$ cat src/rtl/float_div_seq.sv
// Iterative radix-2 restoring binary32 divider (left_operand / right_operand).
// Latency: specials 1 cycle (done registered at the accepting edge); normal path
// done registered 27 edges after the accepting edge. Backpressure: start is only
// sampled in IDLE; requests while busy are ignored, so callers stall on busy.
// Ports: clk, rst (sync active-high), start, left_operand, right_operand in;
//        busy, done (1-cycle pulse), result (held until the next done) out.
// Build option: define FDIV_ROUND_NEAREST_EN for round-to-nearest-even,
// otherwise the quotient is truncated (round toward zero).
module float_div_seq (
  input  logic        clk,
  input  logic        rst,
  input  logic        start,
  input  logic [31:0] left_operand,
  input  logic [31:0] right_operand,
  output logic        busy,
  output logic        done,
  output logic [31:0] result
);

  typedef enum logic [1:0] {
    S_IDLE      = 2'd0,
    S_DIVIDE    = 2'd1,
    S_NORMALIZE = 2'd2
  } state_t;

  localparam logic [31:0] QNAN = 32'h7FC00000;

  state_t             state_q, state_d;
  logic [23:0]        mb_q, mb_d;        // divisor significand with hidden bit
  logic [24:0]        rem_q, rem_d;      // partial remainder, always < 2*mb
  logic [25:0]        quo_q, quo_d;      // quotient bits, quo[25] has weight 2^0
  logic [4:0]         cnt_q, cnt_d;
  logic signed [9:0]  exp_q, exp_d;      // biased exponent, may leave [1,254]
  logic               sign_q, sign_d;
  logic               done_q, done_d;
  logic [31:0]        result_q, result_d;

  // Operand decode; exponent zero is flushed to zero (no subnormals).
  logic [7:0]  e_l, e_r;
  logic [22:0] f_l, f_r;
  logic        l_zero, r_zero, l_inf, r_inf, l_nan, r_nan, sign_w;

  assign e_l    = left_operand[30:23];
  assign e_r    = right_operand[30:23];
  assign f_l    = left_operand[22:0];
  assign f_r    = right_operand[22:0];
  assign l_zero = (e_l == 8'd0);
  assign r_zero = (e_r == 8'd0);
  assign l_inf  = (e_l == 8'hFF) && (f_l == 23'd0);
  assign r_inf  = (e_r == 8'hFF) && (f_r == 23'd0);
  assign l_nan  = (e_l == 8'hFF) && (f_l != 23'd0);
  assign r_nan  = (e_r == 8'hFF) && (f_r != 23'd0);
  assign sign_w = left_operand[31] ^ right_operand[31];

  // One restoring step. Because rem < 2*mb holds throughout, rem-mb fits in
  // 24 bits and both shifted forms fit back into 25 bits.
  logic        step_ge;
  logic [24:0] step_diff;

  assign step_ge   = (rem_q >= {1'b0, mb_q});
  assign step_diff = rem_q - {1'b0, mb_q};

  // Normalisation and rounding of the finished quotient.
  logic [22:0]       n_frac;
  logic signed [9:0] n_exp;
  logic              n_inc;
  logic [23:0]       n_sum;
  logic signed [9:0] n_exp_r;
`ifdef FDIV_ROUND_NEAREST_EN
  logic              n_guard, n_sticky;
`endif

  always_comb begin
    n_frac = 23'd0;
    n_exp  = exp_q;
    n_inc  = 1'b0;
`ifdef FDIV_ROUND_NEAREST_EN
    n_guard  = 1'b0;
    n_sticky = 1'b0;
`endif
    if (quo_q[25]) begin
      n_frac = quo_q[24:2];
      n_exp  = exp_q;
`ifdef FDIV_ROUND_NEAREST_EN
      n_guard  = quo_q[1];
      n_sticky = quo_q[0] | (|rem_q);
`endif
    end else begin
      // Quotient in [0.5,1): one extra bit of precision, exponent drops by one.
      n_frac = quo_q[23:1];
      n_exp  = exp_q - 10'sd1;
`ifdef FDIV_ROUND_NEAREST_EN
      n_guard  = quo_q[0];
      n_sticky = |rem_q;
`endif
    end
`ifdef FDIV_ROUND_NEAREST_EN
    n_inc = n_guard & (n_sticky | n_frac[0]);
`endif
    // A carry out of the fraction leaves n_sum[22:0] zero and bumps the exponent.
    n_sum   = {1'b0, n_frac} + {23'd0, n_inc};
    n_exp_r = n_exp + $signed({9'd0, n_sum[23]});
  end

  always_comb begin
    state_d  = state_q;
    mb_d     = mb_q;
    rem_d    = rem_q;
    quo_d    = quo_q;
    cnt_d    = cnt_q;
    exp_d    = exp_q;
    sign_d   = sign_q;
    done_d   = 1'b0;
    result_d = result_q;

    unique case (state_q)
      S_IDLE: begin
        if (start) begin
          if (l_nan || r_nan || (l_zero && r_zero) || (l_inf && r_inf)) begin
            result_d = QNAN;
            done_d   = 1'b1;
          end else if (l_inf || r_zero) begin
            result_d = {sign_w, 8'hFF, 23'd0};
            done_d   = 1'b1;
          end else if (l_zero || r_inf) begin
            result_d = {sign_w, 8'h00, 23'd0};
            done_d   = 1'b1;
          end else begin
            mb_d    = {1'b1, f_r};
            rem_d   = {2'b01, f_l};
            quo_d   = 26'd0;
            cnt_d   = 5'd0;
            exp_d   = $signed({2'b00, e_l}) - $signed({2'b00, e_r}) + 10'sd127;
            sign_d  = sign_w;
            state_d = S_DIVIDE;
          end
        end
      end

      S_DIVIDE: begin
        quo_d = {quo_q[24:0], step_ge};
        rem_d = step_ge ? {step_diff[23:0], 1'b0} : {rem_q[23:0], 1'b0};
        cnt_d = cnt_q + 5'd1;
        if (cnt_q == 5'd25) begin
          state_d = S_NORMALIZE;
        end
      end

      S_NORMALIZE: begin
        if (n_exp_r >= 10'sd255) begin
          result_d = {sign_q, 8'hFF, 23'd0};
        end else if (n_exp_r <= 10'sd0) begin
          result_d = {sign_q, 8'h00, 23'd0};
        end else begin
          result_d = {sign_q, n_exp_r[7:0], n_sum[22:0]};
        end
        done_d  = 1'b1;
        state_d = S_IDLE;
      end

      default: begin
        state_d = S_IDLE;
      end
    endcase
  end

  always_ff @(posedge clk) begin
    if (rst) begin
      state_q  <= S_IDLE;
      mb_q     <= 24'd0;
      rem_q    <= 25'd0;
      quo_q    <= 26'd0;
      cnt_q    <= 5'd0;
      exp_q    <= 10'sd0;
      sign_q   <= 1'b0;
      done_q   <= 1'b0;
      result_q <= 32'd0;
    end else begin
      state_q  <= state_d;
      mb_q     <= mb_d;
      rem_q    <= rem_d;
      quo_q    <= quo_d;
      cnt_q    <= cnt_d;
      exp_q    <= exp_d;
      sign_q   <= sign_d;
      done_q   <= done_d;
      result_q <= result_d;
    end
  end

  // Busy is a pure decode of the state register, so it rises at the accepting
  // edge and falls at the edge that registers done.
  assign busy   = (state_q != S_IDLE);
  assign done   = done_q;
  assign result = result_q;

endmodule

$ cat config.mk
export PLATFORM = sky130hd
export DESIGN_NAME = float_div_seq
export DESIGN_NICKNAME = d
export VERILOG_FILES = /design/src/rtl/float_div_seq.sv
export SDC_FILE = /design/constraint.sdc
export NUM_CORES = 1
export LEC_CHECK = 0
export ABC_CLOCK_PERIOD_IN_PS = 3040
export CAP_MARGIN = 20
export CORE_MARGIN = 3
export CORE_UTILIZATION = 31
export CTS_CLUSTER_DIAMETER = 30
export CTS_CLUSTER_SIZE = 8
export DETAILED_ROUTE_END_ITERATION = 8
export GPL_ROUTABILITY_DRIVEN = 0
export SYNTH_ARGS = -nofsm -noshare
export SYNTH_HDL_FRONTEND = slang
export SYNTH_SLANG_ARGS = --single-unit
$ cat constraint.sdc
create_clock -name clk -period 3.04 [get_ports clk]
set_input_delay 0.304 -clock clk [delete_from_list [all_inputs] [get_ports clk]]
set_output_delay 0.304 -clock clk [all_outputs]
set_load 0.005 [all_outputs]
==> results.md, run 1 <==
* Layout fillers at ~2400
* Post-CTS Setup Repair Bufs at 0
* Worst Setup SP: rem_q[0]
* Die height at ~160 um
* Run status: completed
* Clk_lat worst skew at between 0.4 and 0.5 ns
* Layout Utilization at roughly 40%
* VDD IR max at 366 uV
* Setup_tns at 0 ns
* Syn-to-layout area delta at 27.3%
* Syn Nets at 1016
* Max Slew Vio Count at 0
* Rows at 56
* Largest net degree at the start of global routing at 70
* Max incr delay on CP at 0.42 ns
* Post-synthesis cell count at 911
* Post-synth EDFFs at 0
* Worst r2r path cells at 11
* Cts bufs inserted at 17
* Reg2Reg Setup Slack at about 0.18 ns
* Cell area after synthesis at around 7500 um2
* P_leak at 3.55 nW
* Post-cts sizing count at 0
* Core footprint at between 20000 and 25000 um2
* Dpl cell area at between 8000 and 9000 um2
* Multi-input logic area at 4540 um2
* Total grt overflow at 0
* RSZ-0062 raised after global routing: no
* Vias per cell at roughly 5.1
* Register area share after synthesis at 33.7%
* Final Cycle Share at between 90% and 100%
* Die span in x at 161 um
* Fmax at 0.350 GHz
* FF+latch count, synth at 126
* Fin area at approximately 9500 um2
* Port Buffer Count at 100
* Detailed placement HPWL at around 15000 um
* ANT nets after route at 0
* Clock transition at path regs at roughly 0.06 ns
* Hold endpoint: result[8]
* H-tree levels at 4
* Vias in the first global route at around 6700
* DRC errors left at 0
* Most frequent cells in the layout: dfxtp_1 (126), clkdlybuf4s50_1 (99), nor2_1 (97)
* Worst Setup Start Kind: flop
* Clock Skews at slightly below 0.007 ns
* IO Pins at 101
* CTS tree: yes
* Root buf cell: clkbuf_16
* CP Capture Type: flop
* Power per cell area at 614 nW/um2
* Max Cap Viol at 0
* FF-to-FF Start: rem_q[0]
* Setup WS post-layout at roughly 0.18 ns
* Finish-stage setup viols at 0
* Drt wl/cell at 15.5 um
* Clock Path Buffers at 2
* 1st-pass router iterations at 5
* Tot GR Track Use at ~16%
* Initial antenna violation count at 0
* Post-place setup slack at -0.0160 ns
* Synth Warn # at 0
* CP required at 3.36 ns
* Post-CTS Hold Fix Bufs at 0
* Slew at the pin closest to its max-slew limit at between 0.8 and 0.9 ns
* Antenna cells at 0
* Crit path time final at between 2 and 3 ns
* Via count at around 6800
* DRT Wirelength at slightly above 20000 um
* Fin nets at roughly 1100
* Synth cell types at 68
* Register area at about 2500 um2
* Final hold violation count at 0
* Hold depth at 2
* Ys async rst share at 0%
* CTS Sinks at approximately 130
* Cell breakdown of the critical path: inv_1 -> ha_1 -> fa_1 -> nor2b_1 -> o31ai_1 -> a2111oi_0 -> a211oi_1 -> a311oi_2 -> xor2_1 -> a21boi_0 -> o41ai_1
* Worst EP arrival at 3.18 ns
* Commonest non-fill, non-tap cell in the layout: dfxtp_1
* Critical path's slowest cell: a2111oi_0
* Mean area per synthesized cell at between 8 and 9 um2
* Min-delay src: rst
* First-pass GRT wire length at around 34000 um
* Main synth FF type: dfxtp_1
* Worst hold-check path type: in -> reg
* Layout cells sized above 1 at between 10 and 15%
* Crit Path Category: reg -> reg
* Initial core utilization at between 30% and 40%
* Critical path fanouts, max at 3
* R2r endpoint: rem_q[17]
* Initial DRC count at between 400 and 500
* Relative max-transition margin at between 40% and 50%
* Area of the die at about 26000 um2
==> synthesized netlist by cell type, types with 11 or more instances <==
cell type / count / area, um2
a21oi_1: 80 / 400
a22oi_1: 32 / 240
a22oi_2: 20 / 250
clkbuf_1: 38 / 143
dfxtp_1: 126 / 2520
ha_1: 36 / 450
inv_1: 48 / 180
mux2_2: 23 / 259
nand2_1: 93 / 349
nand3_1: 11 / 55.1
nor2_1: 98 / 368
nor3_1: 20 / 100
nor4_1: 15 / 93.8
o211ai_1: 12 / 90.1
o21ai_0: 40 / 200
xnor2_1: 24 / 210
xor2_1: 13 / 114
==> where the power goes <==
| part | switching [mW] | internal (mW) |
|---|---|---|
| clock network | 0.773 | 1.21 |
| registers | 0.103 | 1.76 |
| logic | 1.11 | 0.879 |
==> layer usage <==
layer	routed length, um	vias to the layer above	track usage (%)
li1	-	3469	-
met1	9900	3204	21.6
met2	9750	130	26.6
met3	803	25	2.98
met4	283	0	4.58
met5	0	-	0
==> final cells by class <==
| cell class | count | area share, % |
|---|---|---|
| clock buffer | 20 | 4.59 |
| clock inverter | 12 | 1.43 |
| inverter | 48 | 1.89 |
| multi-input combinational | 682 | 47.7 |
| sequential | 126 | 26.5 |
| tap | 319 | 4.19 |
| timing repair buffer | 131 | 13.7 |
==> cell families (layout without fill, tap and decap cells) <==
kind of cell / Yosys count / in the layout / share of synthesized area, %
compound gates: 265 / 265 / 25.1
xor+xnor: 37 / 37 / 4.33
buf+inv: 103 / 211 / 5.99
simple gates: 310 / 310 / 19.6
mux: 32 / 32 / 4.67
fa+ha+maj: 38 / 38 / 6.56
flops: 126 / 126 / 33.7
==> registers in the layout (all words and copies together), names as in the netlist <==
name,cells
done,1
quo_q,26
cnt_q,5
result,32
exp_q,10
mb_q,24
state_q,2
sign_q,1
rem_q,25
==> worst max-delay path by stage <==
| stage | endpoint | slack, ns | depth (start not counted) |
|---|---|---|---|
| after floorplan | result[10] | 0.34 | 13 |
| after global placement | exp_q[8] | 0.03 | 11 |
| after detailed placement | exp_q[8] | -0.02 | 11 |
| after CTS | result[1] | 0.05 | 11 |
| after global routing | result[1] | 0.005 | 11 |
| final | rem_q[17] | 0.18 | 11 |
==> through the flow <==
| stage | hold WS (ns) | total power [mW] | cells |
|---|---|---|---|
| after floorplan | 0.436 | 3.28 | 911 |
| after global placement | 0.443 | 3.83 | 1306 |
| after detailed placement | 0.447 | 3.84 | 1306 |
| after CTS | 0.321 | 5.85 | 1338 |
| after global routing | 0.339 | 6.20 | 1338 |
| final | 0.333 | 5.84 | 1338 |
==> worst max-delay path: cells and delay by family (launching register included) <==
family / cells / cell delay [ns]
simple gates: 1 / 0.22
buf+inv: 1 / 0.04
xor+xnor: 1 / 0.17
compound gates: 6 / 1.40
flops: 1 / 0.32
fa+ha+maj: 2 / 0.61
(Power assumes the default switching activity.)
==> inputs of run 2 (changes only) <==
Settings changed: ABC_CLOCK_PERIOD_IN_PS 3040 to 3350, CELL_PAD_IN_SITES_DETAIL_PLACEMENT set to 1, CELL_PAD_IN_SITES_GLOBAL_PLACEMENT set to 2, PLACE_DENSITY_LB_ADDON set to 0.1.
Clock period 3.04 ns to 3.35 ns, I/O delays scaled along.
==> run 2 against run 1 <==
Against the previous run:
- final cell count is 0.75% lower
- clock power down 5%
- largest power group is now clock
- largest cell class unchanged
- critical path depth is 1 lower
- routed wire length grew 15%
- sequential share of layout area increased by 0.24 points
- first-iteration DRC count decreased by 16%
- critical endpoint is now rem_q[3]
- global-route usage increased by 2.3 points
- clock skew up 0.0079 ns
- via count rose by 1.0%
==> results.md, run 2 (synthesis results as in run 1) <==
* Max reg flops at 32
* Core footprint at ~24000 um2
* Clock transition at path regs at 0.07 ns
* Critical path fanouts, max at 22
* Fin area at 9430 um2
* Detailed placement HPWL at approximately 17000 um
* P_leak at ~3.5 nW
* Dpl cell area at 8800 um2
* Layout Utilization at about two fifths
* Area of the die at approximately 26000 um2
* Layout cells sized above 1 at between 10% and 20%
* CP most frequent cell: a21oi_1
* Slew at the pin closest to its max-slew limit at a little over 1 ns
* Worst Hold Margin at roughly 0.34 ns
* Relative max-transition margin at about a third
* Crit Path Category: reg -> reg
* Total grt overflow at 0
* Post-place setup slack at roughly 0.094 ns
* Crit path time final at about 3.1 ns
* Clock Skews at 0.0147 ns
* Dpl cells at 1295
* Initial core utilization at between 30% and 40%
* Setup WS post-layout at between 0.2 and 0.3 ns
* Die span in x at 161 um
* Drt wl/cell at ~18 um
* Worst EP arrival at between 3 and 4 ns
* Max incr delay on CP at about 0.52 ns
* Buf+Inv Stages, Crit Path at 1
* Worst hold-check path type: in -> reg
* Cts bufs inserted at 17
* CP required at 3.70 ns
* Commonest non-fill, non-tap cell in the layout: dfxtp_1
* Tot Pwr at 5.35 mW
* Setup_tns at 0 ns
* Max Slew Vio Count at 0
* Largest net degree at the start of global routing at 75
* CTS tree: yes
* Finish-stage setup viols at 0
* DRC errors left at 0
* Post-cts sizing count at 0
* VDD IR max at approximately 260 uV
* CTS Sinks at 126
* Vias in the first global route at slightly above 7000
* Most frequent cells in the layout: dfxtp_1 (126), clkdlybuf4s50_1 (99), nor2_1 (97)
* Cell breakdown of the critical path: inv_1 -> ha_1 -> a21oi_1 -> o22ai_1 -> or2_2 -> o311ai_4 -> and2_2 -> a21oi_1 -> a211o_1 -> a21oi_1
* Rows at 56
* Die height at around 160 um
* Vias per cell at a little over 5
* Post-CTS Hold Fix Bufs at 0
* Antenna cells at 0
* First-pass GRT wire length at ~38000 um
* Post-Layout Cell Count at approximately 1300
* Power per cell area at about 570 nW/um2
* Run status: completed
* Initial DRC count at about 360
* IO Pins at roughly 100
* Worst Setup Start Kind: flop
* H-tree levels at 4
* Post-CTS Setup Repair Bufs at 0
* RSZ-0062 raised after global routing: no
* Initial antenna violation count at 0
* Final hold violation count at 0
* Via count at 6896
* Tot GR Track Use at between 10% and 20%
* Max Cap Viol at 0
* ANT nets after route at 0
* Critical path's slowest cell: and2_2
* Port Buffer Count at 100
* Fmax at 0.326 GHz
* 1st-pass router iterations at 4
* CP Capture Type: flop
* Final Cycle Share at 91.7%
* Clk_lat worst skew at approximately 0.43 ns
* Clock Path Buffers at 2
* Root buf cell: clkbuf_16
* Crit-path leading delay family: compound AO/OA/AOI/OAI gates
* DRT Wirelength at between 20000 and 25000 um
* Syn-to-layout area delta at 26.1%
* Fin nets at roughly 1100
==> run 2: cell count changes in the layout (fill, tap and decap cells not counted), sizes merged <==
cell | before | now
buf | 32 | 22
bufinv | 2 | 1
inv | 51 | 57
clkinv | 4 | 3
clkinvlp | 3 | 2
clkbuf | 20 | 17
==> run 2: routing by layer <==
layer  global-route usage (%)  wire (um)  vias to the layer above  part of all wire, %
li1                         -          -                     3455                    -
met3                     3.31        682                       18                  2.9
met1                     25.2      11700                     3334                   49
met5                        0          0                        -                    0
met2                     30.5      11200                       89                   47
met4                     4.26        236                        0                 0.99
==> run 2: cell type report <==
class                           count  area, um2
Fill cell                        2810      14200
Clock buffer                       17        425
Clock inverter                     15        173
Tap cell                          319        399
Inverter                           48        180
Sequential cell                   126       2520
Timing Repair Buffer              121       1210
Multi-Input combinational cell    682       4520
==> run 2: worst paths after layout <==
check        slack (ns)     start        end  cells past startpoint
min                0.34       rst  result[5]                      2
max reg2reg        0.28   mb_q[6]   rem_q[3]                     10
max                0.28   mb_q[6]   rem_q[3]                     10
min reg2reg        0.46  mb_q[21]   mb_q[21]                      2
==> run 2: power breakdown <==
part | switching, mW | internal, mW | total, mW | leakage (nW)
clock | 0.827 | 1.07 | 1.89 | 0.289
combinational | 1.03 | 0.730 | 1.77 | 2.19
sequential | 0.0957 | 1.60 | 1.69 | 1.03
